**src/rtl/stage_pipe_reg_pkg.sv**
```systemverilog
// Shared constants for stage_pipe_reg: reset level, canonical NOP field
// values and default field widths.
package stage_pipe_reg_pkg;

   localparam logic        RstEnable    = 1'b1;
   localparam logic [7:0]  EXE_NOP_OP   = 8'h00;
   localparam logic [2:0]  EXE_RES_NOP  = 3'b000;
   localparam logic [31:0] ZeroWord     = 32'h0000_0000;
   localparam logic [4:0]  NOPRegAddr   = 5'b00000;
   localparam logic        WriteDisable = 1'b0;

   localparam int DEF_ALUOP_W  = 8;
   localparam int DEF_ALUSEL_W = 3;
   localparam int DEF_REG_W    = 32;
   localparam int DEF_RADDR_W  = 5;
   localparam int DEF_CNT_W    = 16;

endpackage

```
**src/rtl/stage_skid_buf.sv**
```systemverilog
// One-entry payload holder with full flag. Used as the second slot behind
// the output register of stage_pipe_reg when STAGE_PIPE_SKID_EN is defined.
module stage_skid_buf
   import stage_pipe_reg_pkg::*;
#(
   parameter int W = 8
) (
   input  logic         clk,
   input  logic         rst,
   input  logic         clr,
   input  logic         load,
   input  logic         unload,
   input  logic [W-1:0] din,
   output logic         full,
   output logic [W-1:0] dout
);

   logic         full_q, full_d;
   logic [W-1:0] data_q, data_d;

   // Next state: clear wins, a load in the same cycle as an unload refills.
   always_comb begin
      full_d = full_q;
      data_d = data_q;
      if (clr) begin
         full_d = 1'b0;
      end else begin
         if (unload) full_d = 1'b0;
         if (load) begin
            full_d = 1'b1;
            data_d = din;
         end
      end
   end

   // State registers.
   always_ff @(posedge clk) begin
      if (rst == RstEnable) begin
         full_q <= 1'b0;
         data_q <= '0;
      end else begin
         full_q <= full_d;
         data_q <= data_d;
      end
   end

   assign full = full_q;
   assign dout = data_q;

endmodule

```
**src/rtl/stage_pipe_reg.sv**
```systemverilog
// Valid/ready pipeline register between core stages. Carries ALU op/sel,
// two operands and the destination write port; shows a canonical NOP
// whenever it holds no valid instruction. Flush kills held and incoming
// entries. Optional macro STAGE_PIPE_SKID_EN adds a one-entry skid buffer
// and makes in_ready a register.
module stage_pipe_reg
   import stage_pipe_reg_pkg::*;
#(
   parameter int ALUOP_W  = DEF_ALUOP_W,
   parameter int ALUSEL_W = DEF_ALUSEL_W,
   parameter int REG_W    = DEF_REG_W,
   parameter int RADDR_W  = DEF_RADDR_W,
   parameter int CNT_W    = DEF_CNT_W
) (
   input  logic                clk,
   input  logic                rst,
   input  logic                flush,
   input  logic                in_valid,
   output logic                in_ready,
   input  logic [ALUOP_W-1:0]  in_aluop,
   input  logic [ALUSEL_W-1:0] in_alusel,
   input  logic [REG_W-1:0]    in_reg1,
   input  logic [REG_W-1:0]    in_reg2,
   input  logic [RADDR_W-1:0]  in_wd,
   input  logic                in_wreg,
   output logic                out_valid,
   input  logic                out_ready,
   output logic [ALUOP_W-1:0]  out_aluop,
   output logic [ALUSEL_W-1:0] out_alusel,
   output logic [REG_W-1:0]    out_reg1,
   output logic [REG_W-1:0]    out_reg2,
   output logic [RADDR_W-1:0]  out_wd,
   output logic                out_wreg,
   output logic [CNT_W-1:0]    bubble_cnt
);

   localparam int PAY_W = ALUOP_W + ALUSEL_W + 2*REG_W + RADDR_W + 1;

   logic [PAY_W-1:0] in_pay, nop_pay;
   logic [PAY_W-1:0] out_pay_q, out_pay_d;
   logic             out_valid_q, out_valid_d;
   logic [CNT_W-1:0] bubble_cnt_q, bubble_cnt_d;
   logic             acc, cons;

   assign in_pay  = {in_aluop, in_alusel, in_reg1, in_reg2, in_wd, in_wreg};
   assign nop_pay = {ALUOP_W'(EXE_NOP_OP), ALUSEL_W'(EXE_RES_NOP),
                     REG_W'(ZeroWord), REG_W'(ZeroWord),
                     RADDR_W'(NOPRegAddr), WriteDisable};
   assign cons    = out_valid_q & out_ready;

`ifdef STAGE_PIPE_SKID_EN
   logic             in_ready_q, in_ready_d;
   logic             skid_full, skid_load, skid_unload, skid_full_nxt;
   logic [PAY_W-1:0] skid_dout;

   assign in_ready = in_ready_q;
   assign acc      = in_valid & in_ready_q;

   // Output slot and skid control: skid drains into out on consume, an
   // accept during a stall parks in skid.
   always_comb begin
      out_valid_d = out_valid_q;
      out_pay_d   = out_pay_q;
      skid_load   = 1'b0;
      skid_unload = 1'b0;
      if (flush) begin
         out_valid_d = 1'b0;
         out_pay_d   = nop_pay;
      end else if (cons) begin
         if (skid_full) begin
            out_valid_d = 1'b1;
            out_pay_d   = skid_dout;
            skid_unload = 1'b1;
            skid_load   = acc;
         end else if (acc) begin
            out_valid_d = 1'b1;
            out_pay_d   = in_pay;
         end else begin
            out_valid_d = 1'b0;
            out_pay_d   = nop_pay;
         end
      end else if (!out_valid_q) begin
         if (acc) begin
            out_valid_d = 1'b1;
            out_pay_d   = in_pay;
         end
      end else begin
         skid_load = acc;
      end
   end

   // in_ready tracks next-cycle skid emptiness, so it never depends on out_ready combinationally.
   always_comb begin
      skid_full_nxt = flush ? 1'b0 : (skid_load | (skid_full & ~skid_unload));
      in_ready_d    = ~skid_full_nxt;
   end

   // Registered ready, low during reset.
   always_ff @(posedge clk) begin
      if (rst == RstEnable) in_ready_q <= 1'b0;
      else                  in_ready_q <= in_ready_d;
   end

   stage_skid_buf #(.W(PAY_W)) u_skid (
      .clk    (clk),
      .rst    (rst),
      .clr    (flush),
      .load   (skid_load),
      .unload (skid_unload),
      .din    (in_pay),
      .full   (skid_full),
      .dout   (skid_dout)
   );
`else
   assign in_ready = ~out_valid_q | out_ready;
   assign acc      = in_valid & in_ready;

   // Output slot: load on accept, NOP bubble on consume-only, else hold.
   always_comb begin
      out_valid_d = out_valid_q;
      out_pay_d   = out_pay_q;
      if (flush) begin
         out_valid_d = 1'b0;
         out_pay_d   = nop_pay;
      end else if (acc) begin
         out_valid_d = 1'b1;
         out_pay_d   = in_pay;
      end else if (cons) begin
         out_valid_d = 1'b0;
         out_pay_d   = nop_pay;
      end
   end
`endif

   // Bubble counter: counts edges that see an empty output, saturating.
   always_comb begin
      bubble_cnt_d = bubble_cnt_q;
      if (!out_valid_q && (bubble_cnt_q != {CNT_W{1'b1}}))
         bubble_cnt_d = bubble_cnt_q + 1'b1;
   end

   // Output and counter registers.
   always_ff @(posedge clk) begin
      if (rst == RstEnable) begin
         out_valid_q  <= 1'b0;
         out_pay_q    <= nop_pay;
         bubble_cnt_q <= '0;
      end else begin
         out_valid_q  <= out_valid_d;
         out_pay_q    <= out_pay_d;
         bubble_cnt_q <= bubble_cnt_d;
      end
   end

   assign out_valid  = out_valid_q;
   assign {out_aluop, out_alusel, out_reg1, out_reg2, out_wd, out_wreg} = out_pay_q;
   assign bubble_cnt = bubble_cnt_q;

endmodule

```
**config.mk**
```make
export PLATFORM = sky130hd
export DESIGN_NAME = stage_pipe_reg
export DESIGN_NICKNAME = d
export VERILOG_FILES = /design/src/rtl/stage_pipe_reg_pkg.sv /design/src/rtl/stage_skid_buf.sv /design/src/rtl/stage_pipe_reg.sv
export SDC_FILE = /design/constraint.sdc
export NUM_CORES = 1
export LEC_CHECK = 0
export CAP_MARGIN = 5
export CORE_MARGIN = 8
export CORE_UTILIZATION = 40
export DETAILED_ROUTE_END_ITERATION = 7
export PLACE_DENSITY = 0.81
export RECOVER_POWER = 25
export SYNTH_ARGS = -nofsm -noshare
export SYNTH_HDL_FRONTEND = slang
export SYNTH_SLANG_ARGS = --single-unit
```
**constraint.sdc**
```tcl
create_clock -name clk -period 4.1 [get_ports clk]
set_input_delay 1.025 -clock clk [delete_from_list [all_inputs] [get_ports clk]]
set_output_delay 1.025 -clock clk [all_outputs]
set_load 0.01 [all_outputs]
```
==> flow_results.org, run 1 <==
** Die
- The die is 109.6 um tall.
- The initialized floorplan defines 34 standard-cell rows.
- The die is between 100 and 150 um wide.
- The die covers between 10000 and 15000 um2.
- 185 I/O pins were placed.
- CORE AREA :: about 8600 um2
- Initial standard-cell utilization of the core :: 0.4074

** Timing
- Clock skew :: roughly 0.012 ns
- Final WS setup :: between 0.8 and 0.9 ns
- In the final timing run, aggregate negative setup slack is 0 ns.
- At the pin with the least slew margin, the transition time is around 1.6 ns.
- Setup repair after global routing left no endpoint under its margin.
- The clock period could shrink to between 3 and 4 ns.
- Achievable clock frequency :: 305.4 MHz
- Share of the clock period used by the worst path after layout :: 0.7985
- Setup violations remaining at the end of the flow were counted as 0.
- The number of slew-limit violations in the final report came to 27.
- The count of endpoints failing hold in the final timing report is 0.
- Measured against its own limit, the worst slew margin works out to -0.04101.

** Logic synthesis
- Synth cell count leaders :: sky130_fd_sc_hd__dfxtp_1, sky130_fd_sc_hd__nor2_1, sky130_fd_sc_hd__a22oi_1, sky130_fd_sc_hd__clkbuf_1, sky130_fd_sc_hd__a21oi_1
- Synthesized flop and latch total :: just under 100
- Async set or reset register ratio after synthesis :: 0
- Syn nets :: 459
- Of the synthesized area, sequential elements account for 0.5604.
- During synthesis, Yosys emitted a total of 0 warnings.
- The most common cell in the synthesized netlist is sky130_fd_sc_hd__dfxtp_1.
- Library cell with the largest summed area after synthesis :: sky130_fd_sc_hd__dfxtp_1
- Counting flops with a built-in enable in the synthesized netlist gives 0.
- Of the total synthesized cell area, the portion taken by full adders, half adders and majority gates is 0.003574.
- In the synthesized netlist the dominant register cell turns out to be sky130_fd_sc_hd__dfxtp_1.
- Fraction of synthesized cell area taken by the top area cell type :: 0.5604
- Of the total synthesized cell area, the portion taken by XOR and XNOR cells is 0.
- Synthesized netlist cell count :: 372
- Fraction of the mapped netlist area in compound gates :: 0.2194
- Biggest area contributors in the synthesized netlist :: sky130_fd_sc_hd__dfxtp_1, sky130_fd_sc_hd__a22oi_1, sky130_fd_sc_hd__nor2_1, sky130_fd_sc_hd__clkbuf_1, sky130_fd_sc_hd__a21oi_1
- After synthesis, the share of cell area in mux cells is 0.008935.
- Combinational family with the most area after synthesis :: compound AO/OA/AOI/OAI gates
- Synth unique cells :: 33
- A synthesized cell averages 9.411 um2.
- The synthesized netlist occupies a cell area of roughly 3500 um2.
- Post-synthesis share of cell area spent on and, or, nand and nor gates :: 0.1726

** Detailed routing
- In this run, the number of DRC markers left after iteration 0 of detailed routing was approximately 170.
- The routed layout has approximately 3500 vias.
- Number of nets with antenna violations after routing :: 0
- For this block, the routed nets add up to around 11000 um of wire.
- Dividing the detail-routed via count by the number of cells gives 5.370.
- After detailed routing, the average wire length per cell comes to roughly 17 um.
- Remaining DRCs :: 0
- First-pass detailed-route iteration total :: 5

** Clocking
- For the worst-skew pair, the clock arrives at the later sink with an insertion delay of 0.34 ns.
- The number of hold buffers added after CTS was 0.
- The number of setup buffers added after CTS is 0.
- TritonCTS built the clock tree.
- Number of clock sinks :: 98
- Clock-pin slew on the worst setup and hold paths :: around 0.08 ns
- Quantity of gates resized following cts :: 0
- No sink is reached through more buffers than the 2 on the longest clock path.
- Root buffer selected by CTS :: sky130_fd_sc_hd__clkbuf_8
- Maximum level of the CTS H-tree :: 3
- Cts bufs inserted :: 9

** Final layout
- # diodes :: 0
- The layout has between 700 and 800 filler cells.
- Layout cell share with drive strength beyond 1 :: 0.04562
- Area used by sequential logic in the layout :: around 2000 um2
- P&R area growth vs syn :: 59.33%
- Fraction of the core area covered by cells at the end of the flow :: 0.6491
- After the last flow step, the layout net total stands at 630.
- Total area of multi-input combinational cells :: ~1400 um2

** Setup path
- The critical path crosses 3 cells after its start point.
- Arrival time reported for the critical path endpoint :: 2.25 ns
- Crit path required time :: 3.07 ns
- Together, buffers and inverters on the worst path number 2.
- Nature of the critical path endpoint :: output pin
- Launching point of the worst reg2reg path :: bubble_cnt[2]
- For this run, the slowest stage of the critical path takes approximately 0.55 ns.
- The critical path is of the in2out type.
- Most frequent cell on the critical path :: sky130_fd_sc_hd__clkdlybuf4s50_1
- Family with the most delay on the worst path :: buffers and inverters
- FF-to-FF setup slack :: around 2.0 ns
- The largest individual stage delay along the critical path comes from the cell sky130_fd_sc_hd__clkdlybuf4s50_1.
- Maximum fanout encountered on the critical timing path :: 3
- Crit start category :: primary input
- The endpoint identified for the worst register-to-register timing path is bubble_cnt[3].
- Traced cell by cell, the critical path runs through clkdlybuf4s50_1 > nand2b_1 > clkdlybuf4s50_1.
- Worst r2r path cells :: 5

** Power
- Static leakage :: about 0.0021 uW
- Ratio of total power to cell area :: 324.0 nW/um2
- Maximum vdd drop :: between 0.00015 and 0.0002 V
- Total power :: around 1800 uW

** Global routing
- The number of antenna violations at the first check in global routing was 0.
- Largest net degree at the start of global routing :: 82
- Global-route wire length before repair :: approximately 18000 um
- Vias in the first global route :: 3594
- In the global route stage, overall resource usage came out at 0.1820.
- For this run the aggregate overflow at the end of global routing stands at 0.

** Placement
- In this run the tool buffered the top-level ports with 184 buffer cells.
- Once detailed placement completed, the half-perimeter wirelength came to 8237 um.
- At the end of routability-driven placement, the weighted congestion stood at 0.8146.
- Placement-stage worst setup slack :: 0.8135 ns

** Hold path
- The worst hold path passes through 2 cells.
- Hold Crit Class :: reg2reg
- The path with the worst hold slack has its endpoint at out_pay_q[41].
- Startpoint of the worst hold path :: out_pay_q[41]

** Outcome
- The flow ran to the end, but the final reports show violations.
- The final reports fail on capacitance limit, slew limit.

** Job
- Maximum Capacitance Violations :: 1
==> sequential cells by signal, summed over array words and instances, names as in the netlist <==
register	count
bubble_cnt	16
out_valid	1
out_pay_q	81
==> worst reg2reg max path: stages, from the launching register on <==
cell and delay (ns):
sky130_fd_sc_hd__dfxtp_1 0.48, sky130_fd_sc_hd__nand4_1 0.26, sky130_fd_sc_hd__nor4_1 0.40, sky130_fd_sc_hd__clkbuf_1 0.43
sky130_fd_sc_hd__nor3b_1 0.12, sky130_fd_sc_hd__mux2_2 0.28
==> area by class of cell <==
class,count,area share
multi-input combinational,242,0.2553
inverter,1,0.0006729
clock inverter,5,0.005608
timing repair buffer,191,0.3389
sequential,98,0.3517
clock buffer,11,0.02355
tap,108,0.02423
==> layer usage <==
metal | track usage | up-vias | routed length [um]
met5 | 0 | - | 0
met1 | 0.1903 | 1705 | 4125
met3 | 0.08148 | 10 | 1160
met4 | 0.06365 | 0 | 154
met2 | 0.3174 | 124 | 5892
li1 | - | 1684 | -
==> report_power, final <==
group / leakage [uW] / internal (uW) / switching (uW)
combinational: 0.00118 / 158 / 113
clock: 0.0000831 / 220 / 318
sequential: 0.000797 / 979 / 18.6
==> placed cells by master, fill, tap and decap left out, types with 7 or more instances in the layout <==
| master | instances |
|---|---|
| sky130_fd_sc_hd__clkbuf_8 | 9 |
| sky130_fd_sc_hd__clkdlybuf4s50_1 | 152 |
| sky130_fd_sc_hd__a21oi_1 | 11 |
| sky130_fd_sc_hd__or3_1 | 7 |
| sky130_fd_sc_hd__dlygate4sd3_1 | 32 |
| sky130_fd_sc_hd__a22oi_1 | 81 |
| sky130_fd_sc_hd__nor2_1 | 89 |
| sky130_fd_sc_hd__o21ai_0 | 8 |
| sky130_fd_sc_hd__dfxtp_1 | 98 |
==> per-stage QoR <==
stage                     hold slack [ns]  cell area [um2]  std cells
after global routing               0.5208             5578        656
after floorplan                    0.5215             3501        372
final                              0.4971             5578        656
after global placement             0.4773             5425        640
after detailed placement           0.4863             5425        640
after CTS                          0.5096             5588        656
==> cell families after synthesis <==
group / count (synthesis)
AND/OR/NAND/NOR: 129
AO/OA/AOI/OAI: 109
buffers and inverters: 32
adder cells (fa/ha/maj): 1
multiplexers: 3
flip-flops: 98
==> how the worst max path moves through the flow <==
stage	startpoint	end	slack, ns
after floorplan	out_ready	in_ready	1.87
after global placement	out_ready	in_ready	0.83
after detailed placement	out_ready	in_ready	0.81
after CTS	out_ready	in_ready	0.82
after global routing	rst	out_pay_q[33]	0.62
final	out_ready	in_ready	0.83
Note: power is estimated with default switching activity, not from simulation.
==> inputs of run 2 (changes only) <==
--- a/config.mk
+++ b/config.mk
@@ -7,9 +7,9 @@
 export LEC_CHECK = 0
 export CAP_MARGIN = 5
 export CORE_MARGIN = 8
-export CORE_UTILIZATION = 40
+export CORE_UTILIZATION = 35
 export DETAILED_ROUTE_END_ITERATION = 7
-export PLACE_DENSITY = 0.81
+export PLACE_DENSITY = 0.76
 export RECOVER_POWER = 25
 export SYNTH_ARGS = -nofsm -noshare
 export SYNTH_HDL_FRONTEND = slang
==> constraint.sdc (replaced) <==
create_clock -name clk -period 2.9 [get_ports clk]
set_input_delay 0.725 -clock clk [delete_from_list [all_inputs] [get_ports clk]]
set_output_delay 0.725 -clock clk [all_outputs]
set_load 0.01 [all_outputs]
==> flow_results.org, run 2 (same netlist as run 1, synthesis figures left out) <==
** Setup path
- Critical path's slowest cell :: sky130_fd_sc_hd__clkdlybuf4s50_1 (unchanged)
- Crit path required time :: 2.17 ns (was 3.07 ns)
- Origin of the worst setup path :: out_ready (unchanged)
- The cell seen most often among critical-path stages was sky130_fd_sc_hd__clkdlybuf4s50_1 (unchanged).
- The sort of element at the end of the critical path was an output pin (unchanged).
- Maximum fanout encountered on the critical timing path :: 3 (unchanged)
- Launching point of the worst reg2reg path :: bubble_cnt[3] (was bubble_cnt[2])
- The delay of the slowest cell on the worst path was 0.55 ns (about the same).
- Crit start category :: primary input (unchanged)
- Arrival time reported for the critical path endpoint :: 1.96 ns (was 2.25 ns)
- Critical path cell sequence :: clkdlybuf4s50_1 > nand2b_1 > clkdlybuf4s50_1 (unchanged)
- The classification of the worst setup path is in2out (unchanged).

** Final layout
- Max FFs per register :: 81 (unchanged)
- The area growth from synthesis to layout was 61.72% (was 59.33%).
- The area used by multi-input combinational logic is 1424 um2 (unchanged).
- # diodes :: 0 (unchanged)
- The largest register by flop count is out_pay_q (unchanged).
- The number of nets at the end of the flow came to 630 (unchanged).
- Commonest cells after routing, fill and taps aside: sky130_fd_sc_hd__clkdlybuf4s50_1, sky130_fd_sc_hd__dfxtp_1, sky130_fd_sc_hd__nor2_1 (unchanged).
- Most common cell after layout, fill and taps aside :: sky130_fd_sc_hd__clkdlybuf4s50_1 (unchanged)
- Area used by sequential logic in the layout :: 1962 um2 (unchanged)
- The cell area after layout is 5662 um2 (was 5578 um2).
- Layout cell share with drive strength beyond 1 :: 0.04927 (was 0.04562)
- Final-layout fill cell count :: 840 (was 713)

** Power
- Portion of total power attributed to sequential cells :: 0.511 (was 0.552)
- The internal cell power was 2102 uW (was 1357 uW).
- Ratio of total power to cell area :: 487.8 nW/um2 (was 324.0 nW/um2)
- The total power of the final layout was 2762 uW (was 1807 uW).
- The proportion of total power due to net switching is 0.2388 (was 0.2489).
- Clk network pwr share :: 0.349 (was 0.298)
- The net switching power came to 659.5 uW (was 449.8 uW).
- The part of the total power dissipated in combinational logic came to 0.140 (was 0.150).
- The static leakage power came to 0.002024 uW (was 0.002062 uW).
- The worst ir drop on vdd was 0.0002411 V (was 0.0001992 V).

** Clocking
- Root buffer selected by CTS :: sky130_fd_sc_hd__clkbuf_8 (unchanged)
- Post-CTS setup buffers :: 0 (unchanged)
- The total of cells resized after clock tree synthesis came to 0 (unchanged).
- Number of clock sinks :: 98 (unchanged)
- Clock buffer depth :: 2 (unchanged)
- The worst-skew pair later-pin latency came to 0.36 ns (was 0.34 ns).
- The H-tree depth reported by CTS was 3 (unchanged).
- Hold buffer count at CTS :: 0 (unchanged)
- The post-CTS clock slew at the launch and capture registers of the worst setup and hold paths is 0.09 ns (was 0.08 ns).
- The TritonCTS buffer count was 9 (unchanged).
- Clock tree from TritonCTS :: yes (unchanged)

** Outcome
- Violated checks :: capacitance limit, slew limit (unchanged)
- Outcome :: finished, violations left (unchanged)

** Die
- Initial standard-cell utilization of the core :: 0.3598 (was 0.4074)
- The chip width is 116.0 um (was 109.6 um).
- The die footprint was 13460 um2 (was 12000 um2).
- The row count came to 36 (was 34).
- The placeable core region came to 9729 um2 (was 8593 um2).
- Top-Level Pins :: 185 (unchanged)
- Die height :: 116.0 um (was 109.6 um)

** Timing
- The number of endpoints failing setup at the final stage came to 0 (unchanged).
- Setup repair after global routing missed its margin :: no (unchanged)
- The hold slack is 0.5024 ns (was 0.4971 ns).
- Max Transition Viols Final :: 83 (was 27)
- Hold Vio Cnt, Final :: 0 (unchanged)
- The transition time at the pin with the least slew margin was 1.649 ns (was 1.562 ns).
- Min Tclk post-route :: roughly 2.7 ns
- The headroom to the max-slew limit is -0.09944 (was -0.04101).
- Aggregate negative setup slack :: 0 ns (unchanged)
- Share of the clock period used by the worst path after layout :: 0.9268
- Achievable clock frequency :: 372.1 MHz
- Final WS setup :: 0.2122 ns (was 0.8261 ns)
- The worst clock skew came to 0.008218 ns (was 0.01214 ns).

** Global routing
- Vias in the first global route :: 3519 (was 3594)
- Global-route wire length before repair :: 17670 um (was 17550 um)
- Global-route met3 utilization :: 0.07243 (was 0.08148)
- The routing layer with the top usage in global route was met2 (unchanged).
- The total track usage is 0.1647 (was 0.1820).
- The met1 routing resource usage after global routing came to 0.1789 (was 0.1903).
- Number of antenna violations at the first check in global routing :: 0 (unchanged)
- Sum of overflow across all layers after global routing :: 0 (unchanged)
- The maximum number of pins on one net before global-route repair was 83 (was 82).
- The routing usage on met2 came to 0.2782 (was 0.3174).

** Placement
- The instance area after placement was 5456 um2 (was 5425 um2).
- Routability congestion estimate :: 0.8080 (was 0.8146)
- The post-placement setup slack was 0.2087 ns (was 0.8135 ns).
- The number of port buffers came to 184 (unchanged).
- Detailed placer's ending HPWL :: 8209 um (was 8237 um)

** Detailed routing
- DR iter-0 viols :: 161 (was 172)
- The total via count after detailed routing was 3461 (was 3523).
- Number of nets with antenna violations after routing :: 0 (unchanged)
- The detailed-route vias per instance is 5.082 (was 5.370).
- The final routed DRC violation total is 0 (unchanged).
- The detailed-route wire length came to 11410 um (was 11330 um).
- The number of iterations in the first detailed-routing pass came to 4 (was 5).
- The average wire per cell in the routed design came to 16.75 um (was 17.28 um).

** Hold path
- The type of the worst min-delay path was reg2reg (unchanged).
- Startpoint of the worst hold path :: out_pay_q[36] (was out_pay_q[41])

** Job
- Maximum Capacitance Violations :: 1 (unchanged)
[run 2: path summary, 6_finish.rpt]
check	to	slack (ns)	cells after the start
worst max-delay path	in_ready	0.21	3
worst min-delay path	out_pay_q[36]	0.50	2
worst max register to register	bubble_cnt[3]	0.82	5
worst min register to register	out_pay_q[36]	0.50	2
[run 2: cell type report]
class | instances | area share
Clock inverter | 6 | 0.01591
Multi-Input combinational cell | 242 | 0.2515
Clock buffer | 10 | 0.02254
Timing Repair Buffer | 191 | 0.3335
Tap cell | 133 | 0.02939
Sequential cell | 98 | 0.3465
Inverter | 1 | 0.0006630
[run 2: layer usage]
metal / up-vias / wire (um)
met5: - / 0
met3: 11 / 1148
met1: 1630 / 4516
li1: 1683 / -
met2: 137 / 5577
met4: 0 / 167
[run 2: worst max-delay path, delay by kind of cell]
family | cells | cell delay (ns)
buffers and inverters | 2 | 1.08
and+or+nand+nor | 1 | 0.16
[run 2: through the flow]
| stage | utilization | std cells |
|---|---|---|
| 6_report | 0.5819 | 681 |
| 2_1_floorplan | - | 372 |
| 5_1_grt | 0.5819 | 681 |
| 4_1_cts | 0.5832 | 681 |
| 3_5_place_dp | 0.5608 | 665 |
| 3_3_place_gp | 0.5608 | 665 |
[run 2: power by group through the flow]
stage / clock [uW] / sequential (uW) / combinational [uW]
final: 964 / 1410 / 386
after global routing: 1060 / 1420 / 417
after CTS: 1000 / 1410 / 393
after detailed placement: 0 / 1440 / 391
after global placement: 0 / 1440 / 382
after floorplan: 0 / 1460 / 140
==> inputs of run 3 (changes only) <==
--- a/config.mk
+++ b/config.mk
@@ -9,6 +9,7 @@
 export CORE_MARGIN = 8
 export CORE_UTILIZATION = 35
 export DETAILED_ROUTE_END_ITERATION = 7
+export GPL_ROUTABILITY_DRIVEN = 0
 export PLACE_DENSITY = 0.76
 export RECOVER_POWER = 25
 export SYNTH_ARGS = -nofsm -noshare
==> results of run 3 <==
The final DEF is identical to that of run 2; final timing and power are the same.
